## config.mk

```make
export PLATFORM = sky130hd
export DESIGN_NAME = sim_scan_ctrl
export DESIGN_NICKNAME = d
export VERILOG_FILES = /design/src/rtl/sim_scan_ctrl.sv
export SDC_FILE = /design/constraint.sdc
export NUM_CORES = 1
export LEC_CHECK = 0
export CAP_MARGIN = 20
export CORE_ASPECT_RATIO = 0.8
export CORE_MARGIN = 2
export CORE_UTILIZATION = 50
export CTS_BUF_LIST = sky130_fd_sc_hd__clkbuf_8
export DETAILED_ROUTE_END_ITERATION = 10
export PLACE_DENSITY = 0.77
export SLEW_MARGIN = 10
export SYNTH_ARGS = -nofsm -noshare
export SYNTH_HDL_FRONTEND = slang
export SYNTH_SLANG_ARGS = --single-unit
```

## constraint.sdc

```tcl
create_clock -name clk -period 2.79 [get_ports clk]
set_input_delay 0.279 -clock clk [delete_from_list [all_inputs] [get_ports clk]]
set_output_delay 0.279 -clock clk [all_outputs]
set_load 0.02 [all_outputs]
```

## src/rtl/sim_scan_ctrl.sv

```systemverilog
// Run/halt/dump sequencer for the poco_r harness: resets the core, runs it for a
// fixed cycle budget, freezes it, then streams register and memory contents out.
module sim_scan_ctrl #(
  parameter int DATA_W   = 16,
  parameter int REG_N    = 8,
  parameter int REG_AW   = 3,
  parameter int MEM_N    = 8,
  parameter int MEM_BASE = 0,
  parameter int ADDR_W   = 16,
  parameter int RST_CYC  = 3,
  parameter int RUN_CYC  = 50,
  parameter int CNT_W    = 32
) (
  input  logic              clk,
  input  logic              rst,
  input  logic              start,
  output logic              core_rst_n,
  output logic              core_hold,
  output logic [REG_AW-1:0] reg_raddr,
  input  logic [DATA_W-1:0] reg_rdata,
  output logic [ADDR_W-1:0] mem_raddr,
  input  logic [DATA_W-1:0] mem_rdata,
  output logic              out_valid,
  input  logic              out_ready,
  output logic              out_src,
  output logic [15:0]       out_idx,
  output logic [DATA_W-1:0] out_data,
  output logic              busy,
  output logic              done,
  output logic [CNT_W-1:0]  cycle_cnt
);

  localparam logic [2:0] S_IDLE     = 3'd0;
  localparam logic [2:0] S_RESET    = 3'd1;
  localparam logic [2:0] S_RUN      = 3'd2;
  localparam logic [2:0] S_HALT     = 3'd3;
  localparam logic [2:0] S_SCAN_REG = 3'd4;
  localparam logic [2:0] S_SCAN_MEM = 3'd5;
  localparam logic [2:0] S_DRAIN    = 3'd6;
  localparam logic [2:0] S_DONE     = 3'd7;

  localparam logic [ADDR_W-1:0] MEM_BASE_A = ADDR_W'(MEM_BASE);
  localparam logic [15:0]       REG_LAST   = 16'(REG_N - 1);
  localparam logic [15:0]       MEM_LAST   = 16'(MEM_N - 1);

  logic [2:0]  state;
  logic [31:0] phase_cnt;
  logic [15:0] idx;
  logic        load;

  // Output slot is free when empty or being drained this edge.
  assign load = !out_valid || out_ready;

  always_ff @(posedge clk) begin
    if (rst) begin
      state      <= S_IDLE;
      phase_cnt  <= '0;
      idx        <= '0;
      core_rst_n <= 1'b0;
      core_hold  <= 1'b0;
      reg_raddr  <= '0;
      mem_raddr  <= MEM_BASE_A;
      out_valid  <= 1'b0;
      out_src    <= 1'b0;
      out_idx    <= '0;
      out_data   <= '0;
      busy       <= 1'b0;
      done       <= 1'b0;
      cycle_cnt  <= '0;
    end else begin
      case (state)
        S_IDLE, S_DONE: begin
          if (start) begin
            state      <= S_RESET;
            phase_cnt  <= '0;
            cycle_cnt  <= '0;
            core_rst_n <= 1'b0;
            core_hold  <= 1'b0;
            busy       <= 1'b1;
            done       <= 1'b0;
          end
        end
        S_RESET: begin
          if (phase_cnt == 32'(RST_CYC - 1)) begin
            state      <= S_RUN;
            phase_cnt  <= '0;
            core_rst_n <= 1'b1;
          end else begin
            phase_cnt <= phase_cnt + 32'd1;
          end
        end
        S_RUN: begin
          cycle_cnt <= cycle_cnt + CNT_W'(1);
          if (phase_cnt == 32'(RUN_CYC - 1)) begin
            state     <= S_HALT;
            core_hold <= 1'b1;
          end else begin
            phase_cnt <= phase_cnt + 32'd1;
          end
        end
        S_HALT: begin
          state <= S_SCAN_REG;
          idx   <= '0;
        end
        S_SCAN_REG: begin
          if (load) begin
            out_valid <= 1'b1;
            out_src   <= 1'b0;
            out_idx   <= idx;
            out_data  <= reg_rdata;
            if (idx == REG_LAST) begin
              state     <= S_SCAN_MEM;
              idx       <= '0;
              reg_raddr <= '0;
            end else begin
              idx       <= idx + 16'd1;
              reg_raddr <= REG_AW'(idx + 16'd1);
            end
          end
        end
        S_SCAN_MEM: begin
          if (load) begin
            out_valid <= 1'b1;
            out_src   <= 1'b1;
            out_idx   <= idx;
            out_data  <= mem_rdata;
            if (idx == MEM_LAST) begin
              state     <= S_DRAIN;
              idx       <= '0;
              mem_raddr <= MEM_BASE_A;
            end else begin
              idx       <= idx + 16'd1;
              // Wraps modulo 2^ADDR_W by truncation.
              mem_raddr <= MEM_BASE_A + ADDR_W'(idx) + ADDR_W'(1);
            end
          end
        end
        S_DRAIN: begin
          if (out_ready) begin
            out_valid <= 1'b0;
            state     <= S_DONE;
            busy      <= 1'b0;
            done      <= 1'b1;
          end
        end
        default: state <= S_IDLE;
      endcase
    end
  end

endmodule

```

== Word level (Yosys, flattened, before mapping) ==
Cells that the tools add are included.
Storage, ports and cells
  register bits after elaboration: 140
  input bits: 36
  output and inout bits: 89
  logic and storage cells: 96
Cells by class
  add/subtract/negate cells: 3
  equality and inequality tests: 20
  mux-type cells: 35
  reductions and logical operators: 24
Operators by type and width (count)
  32-bit 2-to-1 mux: 3
  32-bit case mux with 3 select lines: 1
  32-bit by 1-bit adder with 32-bit output (second input constant): 2
  16-bit 2-to-1 mux: 4
  16-bit case mux with 2 select lines: 2
  32-bit case mux with 2 select lines: 1
  32-bit by 2-bit == test with 1-bit output (second input constant): 1
  32-bit by 6-bit == test with 1-bit output (second input constant): 1
  3-bit 2-to-1 mux: 9
  3-bit case mux with 7 select lines: 1
  2-bit != test (second input constant): 9
  3-bit AND reduction: 6
  16-bit by 1-bit adder with 16-bit output (second input constant): 1
  16-bit by 3-bit == test with 1-bit output (second input constant): 1
  3-bit == test (second input constant): 4
  1-bit case mux with 2 select lines: 6
  2-bit nonzero test: 6
  2-bit AND reduction: 5
  1-bit 2-to-1 mux: 8
  8-bit AND reduction: 1
  3-bit by 2-bit == test with 1-bit output (second input constant): 2
  2-bit OR reduction: 2
  3-bit by 1-bit == test with 1-bit output (second input constant): 1
  3-bit logical NOT: 1
  other kinds (4): 4

== Longest topological paths before layout ==
  depth in word-level cells: 4
  mapped depth: 8
  mapped depth without buffers: 7

== Worst setup path before layout ==
Ideal clock, no wire load.
  path type: reg2reg
  from: register cycle_cnt[20]
  to: register cycle_cnt[31]
  setup time: 0.070 ns
  data arrival time: 1.935 ns
  setup slack: 0.784 ns
  cell stages (with the launch flop): 6
  buffers on the path: 0
  clock period less this slack: 2.006 ns
  cells stage by stage: dfxtp_1 -> and4_1 -> nor4b_1 -> nand3_1 -> or4_1 -> a21oi_1
On the way
  word-level cells in the longest chain between the ends: 2
Ends and longest elaborated chain
  from (decl): line 30  | output logic [CNT_W-1:0] cycle_cnt
  from (signal assigned): line 93  | cycle_cnt <= cycle_cnt + CNT_W'(1);
  32-bit by 1-bit adder with 32-bit output: line 93
  32-bit case mux with 2 select lines: line 71  | case (state)
Every way passes these cells.
A chain may end at the register's enable or synchronous reset.

== Worst setup path in the final report ==
  from: register phase_cnt[11]
  to: register phase_cnt[14]
On the way
  word-level cells in the longest chain between the ends: 3
  elaborated cells on any way between the ends: 8
  classes of those cells: add/sub: 1; eq/ne: 3; mux: 3; reduce/logical: 1
Ends and longest elaborated chain
  from (decl): line 47  | logic [31:0] phase_cnt;
  from (signal assigned): line 89  | phase_cnt <= phase_cnt + 32'd1;
  from (signal assigned): line 98  | phase_cnt <= phase_cnt + 32'd1;
  32-bit by 1-bit adder with 32-bit output, or another cell as far along: line 89, 98
  32-bit 2-to-1 mux, or another cell as far along: line 94  | if (phase_cnt == 32'(RUN_CYC - 1)) begin
  32-bit case mux with 3 select lines or 3-bit AND reduction (tied branches)
Several ways; a longest one is shown, not always the timed one. The select of a mux whose other input is x is not followed.

==> impl_summary.md <==
Outcome
The run finished with clean final reports.

Layout
The final layout contains 965 nets. The most common cell after layout, fill and taps aside is dfxtp_1. The library cells used most frequently in the layout, excluding fill and tap cells, are dfxtp_1, clkdlybuf4s50_1, nor2_1. In the final layout, the multi-input gates occupy 3608 um^2. After filler insertion, the fill cell instance count of the layout stands at 1120. The proportion of layout cells with a drive suffix above 1 is 7.158%. The footprint of the flip-flops and latches is 2803 um^2. The area growth from synthesis to layout is 26.92%. The repair_antennas step left the layout with diodes totalling 0.

Clock network
The number of CTS-inserted buffers is 17. The number of buffers inserted by post-CTS setup repair is 0. The tree is rooted in a clkbuf_8. Clock latency on the worst-skew pair, taken at its later pin, is 440 ps.

The count of hold-fix buffers inserted at cts is 0. The longest clock path from root to sink contains 2 buffers. The clock tree from TritonCTS is yes. The count of clock tree sinks is 140. The H-tree depth is 4. The post-CTS resize count is 0. The post-CTS clock slew at the launch and capture registers of the worst setup and hold paths is 80 ps.

Global routing
The global routing usage summed across all routing layers is 25.07%. The number of global-route vias before repair is 5753. Entering global routing, the biggest net connects 42 pins. The number of antenna violations at the first check in global routing is 0.

The leftover overflow at the end of global routing is 0. The global-route wire length before repair is 29.17 mm.

Pwr
The leakage dissipation is 2.679 nW. IR analysis of the VDD net gives a maximum drop of 0.3156 mV. The total power density per cell area is 593.5 nW/um^2.

Routing
The number of nets with antenna violations after detailed routing is 0. In this run, the number of DRC markers left after iteration 0 of detailed routing was 499. The remaining routing DRC violations is 0. The average via count per standard cell is 5.824.

For this block, the via count after detailed routing is 6470. The first detailed-routing pass took 5 iterations. In the final routed layout, each cell accounts on average for 15.88 um. The total wire length is 17.64 mm.

Timing
Headroom to the max-slew limit came out at 30.22%. Dividing the final minimum period by the clock period gives 88.73%. The smallest clock period supported by the final layout is computed as 2476 ps.

The number of hold violations in the final report came to 0. Hold timing on the final database bottoms out at a slack of 236.8 ps. On the final layout, the worst clock skew is 12.45 ps. Setup repair after global routing left no endpoint under its margin. The total negative slack is 0 ps. Based on the critical path, the design can be clocked at up to 0.4040 GHz. The final max-slew violation count came to 0. Setup violations remaining at the end of the flow were counted as 0. The actual slew at the worst max-slew pin is 1047 ps.

Floorplan
The x dimension of the die is 133.2 um. The initial utilization of the core area, before any placement, comes to 51.49%. The core region is 12960 um^2. The floorplan step defined a die boundary enclosing 14290 um^2. The count of boundary I/O pins is 125. Measured along the y axis, the die boundary spans 107.3 um.

The number of placement rows is 37.

Placed design
The congestion estimate from routability-driven global placement came to 0.8771. In this run the tool buffered the top-level ports with 124 buffer cells. Detailed placement ended at an HPWL of 11.88 mm.

Synthesis
The main flop type after synthesis is dfxtp_1. The sequential share of the synthesized area is 41.99%. For this run, the number of Yosys warnings is 0. Synthesis produced a netlist with a net count of 862.

The cell area that synthesis handed to floorplanning was 6674 um^2. The count of different cell masters after synthesis is 62. In this run the mean area of a mapped cell was 8.129 um^2. The share of flip-flops with an asynchronous set or reset after synthesis is 0%.

The number of instances in the synthesized netlist is 821. Counting flops and latches in the post-synthesis netlist gives 140. The count of flip-flops with a built-in enable after synthesis is 0.

Worst hold path
The worst min-delay path category is input port to flip-flop. In this run the most critical hold path is launched from rst.

Setup path
The startpoint of the worst setup timing path is phase_cnt[11]$_SDFFE_PP0P_. The worst setup path is captured at a flip-flop. The highest fanout seen on the critical path is 31.

The start-to-end type of the worst setup path is flip-flop to flip-flop. The worst flop-to-flop path startpoint is phase_cnt[11]$_SDFFE_PP0P_. The worst path arrival time is 2760 ps. STA classifies the critical path startpoint as a flip-flop.

At the worst endpoint, the required time is 3070 ps.

Job
The tool flagged a number of max-cap violations equal to 0.
## registers in the layout, summed over array words and instances (netlist names)
| signal | cells |
|---|---|
| busy | 1 |
| core_hold | 1 |
| core_rst_n | 1 |
| cycle_cnt | 32 |
| done | 1 |
| idx | 16 |
| mem_raddr | 16 |
| out_data | 16 |
| out_idx | 16 |
| out_src | 1 |
| out_valid | 1 |
| phase_cnt | 32 |
| reg_raddr | 3 |
| state | 3 |
## power by group
part | internal, mW | switching [mW]
sequential | 2.09 | 0.0924
clock | 0.957 | 0.756
combinational | 0.398 | 0.735
total | 3.44 | 1.58
## worst paths after layout
check / depth (start not counted) / end / slack, ps
setup / recovery: 5 / phase_cnt[14]$_SDFFE_PP0P_ / 310
hold / removal: 2 / done$_SDFFE_PP0P_ / 240
setup reg to reg: 5 / phase_cnt[14]$_SDFFE_PP0P_ / 310
hold reg to reg: 2 / out_idx[15]$_SDFFE_PP0P_ / 460
## area by class of cell
type,instances,share of cell area [%]
timing repair buffer,145,16.48
multi-input combinational,612,42.60
inverter,8,0.3545
tap,175,2.585
clock inverter,14,2.127
clock buffer,17,2.762
sequential,140,33.09
## kinds of logic after synthesis
kind of cell,Yosys count,share of synthesized area (%)
multiplexers,7,1.144
adder cells (fa/ha/maj),5,0.9374
flip-flops,140,41.99
AO/OA/AOI/OAI,154,15.15
buffers and inverters,69,4.124
XOR/XNOR,43,5.643
AND/OR/NAND/NOR,403,31.01
## per-layer routing
metal  global-route usage (%)  routed length [um]  up-vias
met5                        0                   0        -
li1                         -                   -     3180
met4                    6.155                 114        0
met2                    37.12                7536      276
met1                    36.82                8461     3002
met3                    5.979                1528       12
## metrics by stage
step | cells | instance area [um^2] | setup WS (ps) | utilization, % | power (mW)
after floorplan | 821 | 6674 | 784.1 | - | 2.924
after global placement | 1080 | 8056 | 424.7 | 62.15 | 3.333
after detailed placement | 1080 | 8056 | 338.5 | 62.15 | 3.345
after CTS | 1111 | 8471 | 321.0 | 65.35 | 5.053
after global routing | 1111 | 8471 | 14.10 | 65.35 | 5.284
final | 1111 | 8471 | 314.5 | 65.35 | 5.028
## synthesized netlist by cell type, drive strengths merged (8+ instances only)
library cell  count  area (um^2)
a211oi           11        82.58
a21oi            59        295.3
a311oi           24        210.2
and3              8        50.05
and4             12        105.1
buf              11        57.55
clkbuf           50        187.7
dfxtp           140         2803
inv               8        30.03
nand2           102        382.9
nand3            49        245.2
nand4            29        187.7
nor2            106        400.4
nor3             23        115.1
nor4             21        198.9
o21ai            17        85.08
or3              10        67.56
or4              10        75.07
xnor2            29        254.0
xor2             14        122.6
## critical path, stage by stage, from the launching register on
cell	delay [ps]
dfxtp_1	350
nor4_1	490
nand4_1	180
o21ai_1	300
a21o_1	860
nor2_1	120
Power figures use the tool's default switching activity.
